==> src/rtl/msb_pseq_pkg.sv <==
// rtl/msb_pseq_pkg.sv - state encodings, default timings and output decode for the MSB power sequencer
package msb_pseq_pkg;

  typedef enum logic [2:0] {
    ST_ON      = 3'd0,
    ST_ISO     = 3'd1,
    ST_SAVE    = 3'd2,
    ST_OFF     = 3'd3,
    ST_PWRUP   = 3'd4,
    ST_RESTORE = 3'd5
  } pseq_state_e;

  localparam int unsigned DEF_IDLE_CYCLES = 16;
  localparam int unsigned DEF_ISO_SETUP   = 2;
  localparam int unsigned DEF_PSW_SETTLE  = 4;
  localparam int unsigned DEF_CNT_W       = 8;

  typedef struct packed {
    logic op_ready;
    logic iso_en;
    logic ret_en;
    logic pse;
    logic msb_on;
  } pseq_out_t;

  function automatic pseq_out_t decode_outputs(pseq_state_e s);
    pseq_out_t o;
    o = '{op_ready: 1'b0, iso_en: 1'b1, ret_en: 1'b1, pse: 1'b1, msb_on: 1'b0};
    case (s)
      ST_ON:      o = '{op_ready: 1'b1, iso_en: 1'b0, ret_en: 1'b0, pse: 1'b1, msb_on: 1'b1};
      ST_ISO:     o.ret_en = 1'b0;
      ST_SAVE:    o.ret_en = 1'b1;
      ST_OFF:     o.pse = 1'b0;
      ST_PWRUP:   o.pse = 1'b1;
      ST_RESTORE: o.ret_en = 1'b0;
      default:    o = '{op_ready: 1'b1, iso_en: 1'b0, ret_en: 1'b0, pse: 1'b1, msb_on: 1'b1};
    endcase
    return o;
  endfunction

endpackage

==> src/rtl/msb_power_sequencer_if.sv <==
// rtl/msb_power_sequencer_if.sv - requester handshake between operand source and MSB power sequencer
interface msb_power_sequencer_if;
  logic op_valid;
  logic force_on;
  logic op_ready;

  modport master (output op_valid, output force_on, input op_ready);
  modport slave  (input op_valid, input force_on, output op_ready);
endinterface

==> src/rtl/msb_pseq_timer.sv <==
// rtl/msb_pseq_timer.sv - loadable down-counter with a one-cycle done pulse
module msb_pseq_timer #(
  parameter int unsigned CNT_W = 8
) (
  input  logic             clk,
  input  logic             rst_n,
  input  logic             load_i,
  input  logic [CNT_W-1:0] load_val_i,
  output logic             done_o
);

  logic [CNT_W-1:0] cnt_q, cnt_d;
  logic             run_q, run_d;

  // Loading N gives done in the (N+1)-th cycle after the load edge.
  always_comb begin
    cnt_d = cnt_q;
    run_d = run_q;
    if (load_i) begin
      cnt_d = load_val_i;
      run_d = 1'b1;
    end else if (run_q) begin
      if (cnt_q == '0) run_d = 1'b0;
      else             cnt_d = cnt_q - 1'b1;
    end
  end

  always_ff @(posedge clk) begin
    if (!rst_n) begin
      cnt_q <= '0;
      run_q <= 1'b0;
    end else begin
      cnt_q <= cnt_d;
      run_q <= run_d;
    end
  end

  assign done_o = run_q && (cnt_q == '0);

endmodule

==> src/rtl/msb_power_sequencer.sv <==
// rtl/msb_power_sequencer.sv - power-gating sequencer for the adder MSB half; MSB_PSEQ_STATS_EN adds pd_cnt/off_cyc
module msb_power_sequencer
  import msb_pseq_pkg::*;
#(
  parameter int unsigned IDLE_CYCLES = DEF_IDLE_CYCLES,
  parameter int unsigned ISO_SETUP   = DEF_ISO_SETUP,
  parameter int unsigned PSW_SETTLE  = DEF_PSW_SETTLE,
  parameter int unsigned CNT_W       = DEF_CNT_W
) (
  input  logic                  clk,
  input  logic                  rst_n,
  msb_power_sequencer_if.slave  req,
  output logic                  iso_en,
  output logic                  ret_en,
  output logic                  pse,
  output logic                  msb_on,
  output logic [2:0]            state_o
`ifdef MSB_PSEQ_STATS_EN
  ,
  output logic [15:0]           pd_cnt,
  output logic [31:0]           off_cyc
`endif
);

  localparam logic [CNT_W-1:0] IDLE_LAST = CNT_W'(IDLE_CYCLES - 1);
  localparam logic [CNT_W-1:0] ISO_LOAD  = CNT_W'(ISO_SETUP - 1);
  localparam logic [CNT_W-1:0] PSW_LOAD  = CNT_W'(PSW_SETTLE - 1);

  pseq_state_e      state_q, state_d;
  logic [CNT_W-1:0] idle_q, idle_d;
  pseq_out_t        out_q;
  logic             wake;
  logic             tmr_load;
  logic [CNT_W-1:0] tmr_val;
  logic             tmr_done;

  assign wake = req.op_valid | req.force_on;

  msb_pseq_timer #(.CNT_W(CNT_W)) u_timer (
    .clk        (clk),
    .rst_n      (rst_n),
    .load_i     (tmr_load),
    .load_val_i (tmr_val),
    .done_o     (tmr_done)
  );

  always_comb begin
    state_d  = state_q;
    idle_d   = idle_q;
    tmr_load = 1'b0;
    tmr_val  = '0;
    case (state_q)
      ST_ON: begin
        if (wake) begin
          idle_d = '0;
        end else if (idle_q == IDLE_LAST) begin
          state_d  = ST_ISO;
          tmr_load = 1'b1;
          tmr_val  = ISO_LOAD;
        end else if (idle_q != '1) begin
          idle_d = idle_q + 1'b1;
        end
      end
      ST_ISO: begin
        if (wake)          state_d = ST_ON;
        else if (tmr_done) state_d = ST_SAVE;
      end
      ST_SAVE: state_d = ST_OFF;
      ST_OFF: begin
        if (wake) begin
          state_d  = ST_PWRUP;
          tmr_load = 1'b1;
          tmr_val  = PSW_LOAD;
        end
      end
      ST_PWRUP:   if (tmr_done) state_d = ST_RESTORE;
      ST_RESTORE: state_d = ST_ON;
      default:    state_d = ST_ON;
    endcase
    // A fresh idle window starts on every return to ON.
    if (state_d == ST_ON && state_q != ST_ON) idle_d = '0;
  end

  always_ff @(posedge clk) begin
    if (!rst_n) begin
      state_q <= ST_ON;
      idle_q  <= '0;
      out_q   <= decode_outputs(ST_ON);
    end else begin
      state_q <= state_d;
      idle_q  <= idle_d;
      out_q   <= decode_outputs(state_d);
    end
  end

  assign req.op_ready = out_q.op_ready;
  assign iso_en       = out_q.iso_en;
  assign ret_en       = out_q.ret_en;
  assign pse          = out_q.pse;
  assign msb_on       = out_q.msb_on;
  assign state_o      = state_q;

`ifdef MSB_PSEQ_STATS_EN
  logic [15:0] pd_cnt_q;
  logic [31:0] off_cyc_q;

  always_ff @(posedge clk) begin
    if (!rst_n) begin
      pd_cnt_q  <= '0;
      off_cyc_q <= '0;
    end else begin
      if (state_d == ST_OFF && state_q != ST_OFF && pd_cnt_q != '1)
        pd_cnt_q <= pd_cnt_q + 16'd1;
      if (!out_q.pse && off_cyc_q != '1)
        off_cyc_q <= off_cyc_q + 32'd1;
    end
  end

  assign pd_cnt  = pd_cnt_q;
  assign off_cyc = off_cyc_q;
`endif

endmodule

==> src/flat_wrapper.sv <==
// flat-port wrapper written by rule: the top's interface ports become plain ports
module msb_power_sequencer_flat import msb_pseq_pkg::*;
#(
  parameter int unsigned IDLE_CYCLES = DEF_IDLE_CYCLES,
  parameter int unsigned ISO_SETUP   = DEF_ISO_SETUP,
  parameter int unsigned PSW_SETTLE  = DEF_PSW_SETTLE,
  parameter int unsigned CNT_W       = DEF_CNT_W
)
  (clk, rst_n, iso_en, ret_en, pse, msb_on, state_o, req_op_valid, req_force_on, req_op_ready);
  msb_power_sequencer_if req_i ();
  input  logic clk;
  input  logic rst_n;
  output logic iso_en;
  output logic ret_en;
  output logic pse;
  output logic msb_on;
  output logic [2:0] state_o;
  input wire logic [$bits(req_i.op_valid)-1:0] req_op_valid;
  input wire logic [$bits(req_i.force_on)-1:0] req_force_on;
  output wire logic [$bits(req_i.op_ready)-1:0] req_op_ready;
  assign req_i.op_valid = req_op_valid;
  assign req_i.force_on = req_force_on;
  assign req_op_ready = req_i.op_ready;
  msb_power_sequencer #(.IDLE_CYCLES(IDLE_CYCLES), .ISO_SETUP(ISO_SETUP), .PSW_SETTLE(PSW_SETTLE), .CNT_W(CNT_W)) u_core (.clk(clk), .rst_n(rst_n), .req(req_i), .iso_en(iso_en), .ret_en(ret_en), .pse(pse), .msb_on(msb_on), .state_o(state_o));
endmodule
==> config.mk <==
export PLATFORM = sky130hd
export DESIGN_NAME = msb_power_sequencer_flat
export DESIGN_NICKNAME = d
export VERILOG_FILES = /design/src/rtl/msb_pseq_pkg.sv /design/src/rtl/msb_power_sequencer_if.sv /design/src/rtl/msb_pseq_timer.sv /design/src/rtl/msb_power_sequencer.sv /design/src/flat_wrapper.sv
export SDC_FILE = /design/constraint.sdc
export NUM_CORES = 1
export LEC_CHECK = 0
export ABC_AREA = 1
export BUFFER_PORTS_ARGS = -buffer_cell sky130_fd_sc_hd__buf_2
export CAP_MARGIN = 20
export CORE_MARGIN = 5
export CORE_UTILIZATION = 45
export DETAILED_ROUTE_END_ITERATION = 7
export PLACE_DENSITY_LB_ADDON = 0.1
export SLEW_MARGIN = 20
export SYNTH_ARGS = -nofsm -noshare
export SYNTH_HDL_FRONTEND = slang
export SYNTH_SLANG_ARGS = --single-unit
==> constraint.sdc <==
create_clock -name clk -period 2.1 [get_ports clk]
set_input_delay 0.63 -clock clk [delete_from_list [all_inputs] [get_ports clk]]
set_output_delay 0.63 -clock clk [all_outputs]
set_load 0.01 [all_outputs]
Word-level counts from Yosys, hierarchy flattened
Index checks and enable logic that the tools add are counted.

storage, ports and cells
  bits in registers = 25
  word-level logic and storage cells = 67
  output and inout port bits = 8
  input bits = 4

cells by class
  reductions and logical operators = 13
  equal/unequal tests = 13
  bitwise operators = 2
  multiplexer cells = 28
  $add $sub $neg = 2

operators by type and width
  cell                 count
  $mux 8               7
  $mux 3               6
  $pmux 8 s2           1
  $pmux 3 s5           1
  $eq 3x2->1 const B   4
  $mux 1               10
  $eq 3x3->1 const B   3
  $add 8x1->8 const B  1
  $eq 8x4->1 const B   1
  $logic_not 8->1      1
  $ne 8x8->1 const B   1
  $sub 8x1->8 const B  1
  $eq 3x1->1 const B   2
  $logic_not 3->1      2
  $reduce_or 5->1      1
  $mux 2               2
  $ne 2x1->1 const B   2
  $reduce_bool 2->1    2
  $reduce_and 3->1     1
  $reduce_bool 3->1    1
  $reduce_or 3->1      1
  $logic_and 1x1->1    2
  $pmux 1 s2           1
  $reduce_and 2->1     1
  other kinds (3)      3

Longest topological paths before layout
  depth in word-level cells = 8
  depth in mapped cells = 11
  mapped depth without buffers = 11

Cells and area by module
From an unflattened synthesis, not the netlist that was laid out.

unflattened totals
  cells, all modules = 250
  area, all modules = 1559.0 sq um

modules (own cells, without submodules)
  module               area an instance (sq um)  times used  sequential area each (sq um)  cells an instance
  msb_power_sequencer  935.9                     1           300.3                         152
  msb_pseq_timer       623.1                     1           180.2                         98

Worst setup path after synthesis
Ideal clock, no wire load.

  kind = input port to flip-flop
  from = input port req_op_valid
  to = register u_core.idle_q[1]
  stages = 8
  path slack = 0.564 ns
  arrival time = 1.421 ns
  buffers on the path = 1
  data required time = 1.985 ns
  setup time = 0.115 ns
  cell sequence = inv_1 > nand2_1 > inv_2 > nand2_2 > nand3_2 > buf_8 > a21oi_1 > nor2_1

between the ends
  cells in the longest elaborated chain, start to end = 6
  elaborated cells between the ends (all ways) = 12
  those cells by class = eq/ne (1); mux (5); bitwise (1); reduce/logical (5)

RTL lines
  item                              RTL line                                                                         text
  start: declaration                flat_wrapper.sv:18                                                               input wire logic [$bits(req_i.op_valid)-1:0] req_op_valid;
  $or 1x1->1 (*)                    msb_power_sequencer.sv:37                                                        assign wake = req.op_valid | req.force_on;
  $mux 3, on equally long branches  msb_power_sequencer.sv:70, msb_power_sequencer.sv:54, msb_power_sequencer.sv:65
  $pmux 3 s5                        msb_power_sequencer.sv:52                                                        case (state_q)
  $logic_not 3->1                   msb_power_sequencer.sv:81                                                        if (state_d == ST_ON && state_q != ST_ON) idle_d = '0;
  $logic_and 1x1->1                 msb_power_sequencer.sv:81
  $reduce_or 2->1 (no line)         n/a
  end signal: assignment            msb_power_sequencer.sv:91                                                        idle_q <= idle_d;
  end: declaration                  msb_power_sequencer.sv:30                                                        logic [CNT_W-1:0] idle_q, idle_d;

Mark *: on every way between the ends. The rest lies on a longest branch, timed or not.
A chain may end at the register's enable or synchronous reset.

Final worst setup path
  from = register u_core.idle_q[0]
  to = register u_core.idle_q[2]

between the ends
  cells in the longest elaborated chain, start to end = 7
  elaborated cells between the ends (all ways) = 15
  those cells by class = add/sub (1); eq/ne (3); mux (6); reduce/logical (5)

RTL lines
  item                       RTL line                   text
  $eq 8x4->1                 msb_power_sequencer.sv:56  end else if (idle_q == IDLE_LAST) begin
  $mux 3                     msb_power_sequencer.sv:56
  $mux 3                     msb_power_sequencer.sv:54  if (wake) begin
  $pmux 3 s5                 msb_power_sequencer.sv:52
  $logic_not 3->1            msb_power_sequencer.sv:81
  $logic_and 1x1->1          msb_power_sequencer.sv:81
  $reduce_or 2->1 (no line)  n/a

Parallel ways exist; a longest one is shown, timed or not. The select of a mux whose other input is x is not followed.

==> results.md <==
* Setup TNS at 0 ns
* Critical path startpoint category: register
* GR Layer Usage met3 at ~2.6%
* RSZ-0062 raised after global routing: no
* Post-CTS Resized at 0
* Gr ovfl total at 0
* Placed Cells incl. Taps at 233
* Synthesized area at 0.00132 mm²
* Synthesized net count at 200
* Post-route DRC violation count at 0
* WS Path Type: register to register
* CTS tree: done
* Cell taking the most area after synthesis: dfxtp_1
* DRT Pass-1 Iters at 4
* Site Rows at 19
* P_leak at 0.000656 µW
* CTS Buffer Depth at 2
* Boundary pin count at 12
* Post-synth top area share at between 30% and 40%
* Final HPWL DP at 1950 µm
* Remaining antenna violation count after routing at 0
* GR Util met1 at 16.9%
* Sequential share of the synthesized area at 36.5%
* Peak VDD IR at 0.000374 V
* Ratio of cells with drive above 1 in the final layout at 18.0%
* Max cap viols at 0
* Post-synth cell types at 27
* Status: finished, final reports clean
* Initial Utilization at 47.4%
* Cell Pwr Density at 502 mW/mm²
* Final hold viol count at 0
* Via density at 4.82
* Total Wirelength at 2430 µm
* Number of post-CTS setup repair buffers at 0
* CP endpoint kind: register
* Slew Viols, Final at 0
* Area of the multi-input gates at 689 µm²
* H-tree Lvls at 1
* Overall routing resource usage at 13.3%
* Asr flop ratio synth at 0%
* N_diodes at 0
* RePlAce Congestion at between 0.8 and 0.9
* Hold crit path type: register to register
* Clk Latency, worst-skew pair at around 0.30 ns
* Count of warnings emitted by yosys at 0
* GR Util met2 at between 20% and 30%
* Via count at 1,142
* Prevailing post-synth register cell: dfxtp_1
* Max FO, Critical Path at 16
* Period Utilization, post-route at 77.3%
* Clk sinks at 24
* Critical path arrival at 1.88 ns
* CTS hold repair buffers at 0
* Worst EP required at 2.35 ns
* Antenna violations before repair at 0
* Number of synthesized flops with an enable pin at 0
* Syn-to-layout area delta at 8.17%
* WL per Instance at 10.2 µm
* Fin Clk Skew at 0.00295 ns
* Total die area at 0.00411 mm²
* Number of global-route vias before repair at 1,091
* Top Usage Layer GRT: met2
* Clock transition at path regs at 0.13 ns
* PortBufs at 11
* # fillers at approximately 280
* Core area at 0.00278 mm²
* Placed Area at 0.00139 mm²
* Fin nets at 214
* Register area at 480 µm²
* Post-layout instance area at about 0.0014 mm²
* First-pass GRT wire length at 4550 µm
* Die W at 64.1 µm
* Worst slew margin at 80.8%
* Worst hold margin at 0.484 ns
* FF+latch count, synth at 24
* Worst-Margin Slew at 0.287 ns
* Final min period at 1.62 ns
* Cells after Synth at just under 200
* Mean Syn Cell Area at 6.83 µm²
* # setup viols final at 0
* Fmax at 616 MHz
* Largest cells by area after synthesis: dfxtp_1 (36%), nor2_1 (9.7%), nand2_1 (9.1%), inv_1 (8.5%), nand3_1 (6.5%)
* Initial DRC count at 92
* CTS Root Buffer Type: clkbuf_4
* Cell Count, Final, Fillers Out at 237
* Num CTS Buffers at 3
* Die Ht at roughly 64 µm
* Largest net degree at the start of global routing at 17
-- power by group --
| group | leakage, µW | switching [µW] | internal (µW) | total (µW) |
|---|---|---|---|---|
| combinational | 0.000441 | 14.8 | 5.90 | 20.7 |
| clock | 0.0000210 | 132 | 106 | 238 |
| sequential | 0.000193 | 1.35 | 456 | 458 |
-- cells in the mapped netlist, types with 2 or more instances --
library cell and instances:
nor2_4 2, nand4_1 2, nand2_1 32, nand3_2 3, o21ai_0 8, o21ai_1 2, nand2_2 4, dfxtp_1 24
nor2_2 4, nor2_1 34, nand3_1 17, inv_2 2, inv_1 30, a21oi_1 12, ha_1 3, xor2_1 2
or2_2 2
-- flip-flops by register name (all words and copies together), names as in the netlist --
name	cells
u_core.iso_en	1
u_core.ret_en	1
u_core.u_timer.cnt_q	8
u_core.msb_on	1
u_core.state_o	3
u_core.pse	1
u_core.u_timer.run_q	1
u_core.idle_q	8
-- through the flow --
| step | setup WS [ns] | utilization (%) | total power, µW |
|---|---|---|---|
| global route | 0.287 | 51.2 | 763 |
| floorplan | 0.564 | - | 481 |
| detailed placement | 0.269 | 49.9 | 489 |
| CTS | 0.471 | 51.2 | 734 |
| global placement | 0.301 | 49.9 | 489 |
| finish | 0.477 | 51.2 | 716 |
-- worst paths after layout --
kind | start | to | slack, ns | depth (start not counted)
min reg2reg | u_core.u_timer.cnt_q[0] | u_core.u_timer.cnt_q[0] | 0.48 | 2
min | u_core.u_timer.cnt_q[0] | u_core.u_timer.cnt_q[0] | 0.48 | 2
max reg2reg | u_core.idle_q[0] | u_core.idle_q[2] | 0.48 | 9
max | u_core.idle_q[0] | u_core.idle_q[2] | 0.48 | 9
-- cell families after synthesis --
logic type	Yosys count	share of synthesized area (%)
buffers and inverters	35	11.2
AOI/OAI and AO/OA	25	10.2
adders and majority gates	3	2.85
and+or+nand+nor	104	38.0
DFF	24	36.5
xor gates and xnor gates	2	1.33
-- layout by cell type, fill, tap and decap left out --
cell      count
nor2_2        4
o21ai_1       2
clkinv_2      1
clkbuf_4      3
o21ai_2       1
clkbuf_8      1
dfxtp_1      24
o21ai_0       8
nand4_2       1
a31o_2        1
nand4_1       2
nor3_1        1
inv_2         2
inv_1        30
nor2_4        2
or2_2         2
xor2_1        2
nand3_2       3
nor2_1       34
buf_2        11
a21oi_1      12
ha_1          3
or2_1         1
nand2_1      32
a31oi_1       1
nor3_4        1
nand3_1      17
nand2_2       4
-- final cells by class --
type	count	area share, %
multi-input cells	134	48.4
flip-flops and latches	24	33.7
inverters	33	8.78
repair buffers	11	3.86
well taps	31	2.72
clock buffers	4	2.55
-- critical path, cell delays in order, from the launching register on --
cell and delay [ns]:
dfxtp_1 0.43, ha_1 0.23, nand3_2 0.12, nor2_2 0.18
nand2_2 0.06, nand3_2 0.23, nand2_1 0.09, o21ai_1 0.09
inv_1 0.05, nor2_1 0.09
-- routing by layer --
metal / vias to the layer above / wire length, µm
met4: 0 / 23
met3: 2 / 61
met2: 8 / 1130
li1: 634 / -
met1: 498 / 1210
met5: - / 0
(Power assumes the default switching activity.)
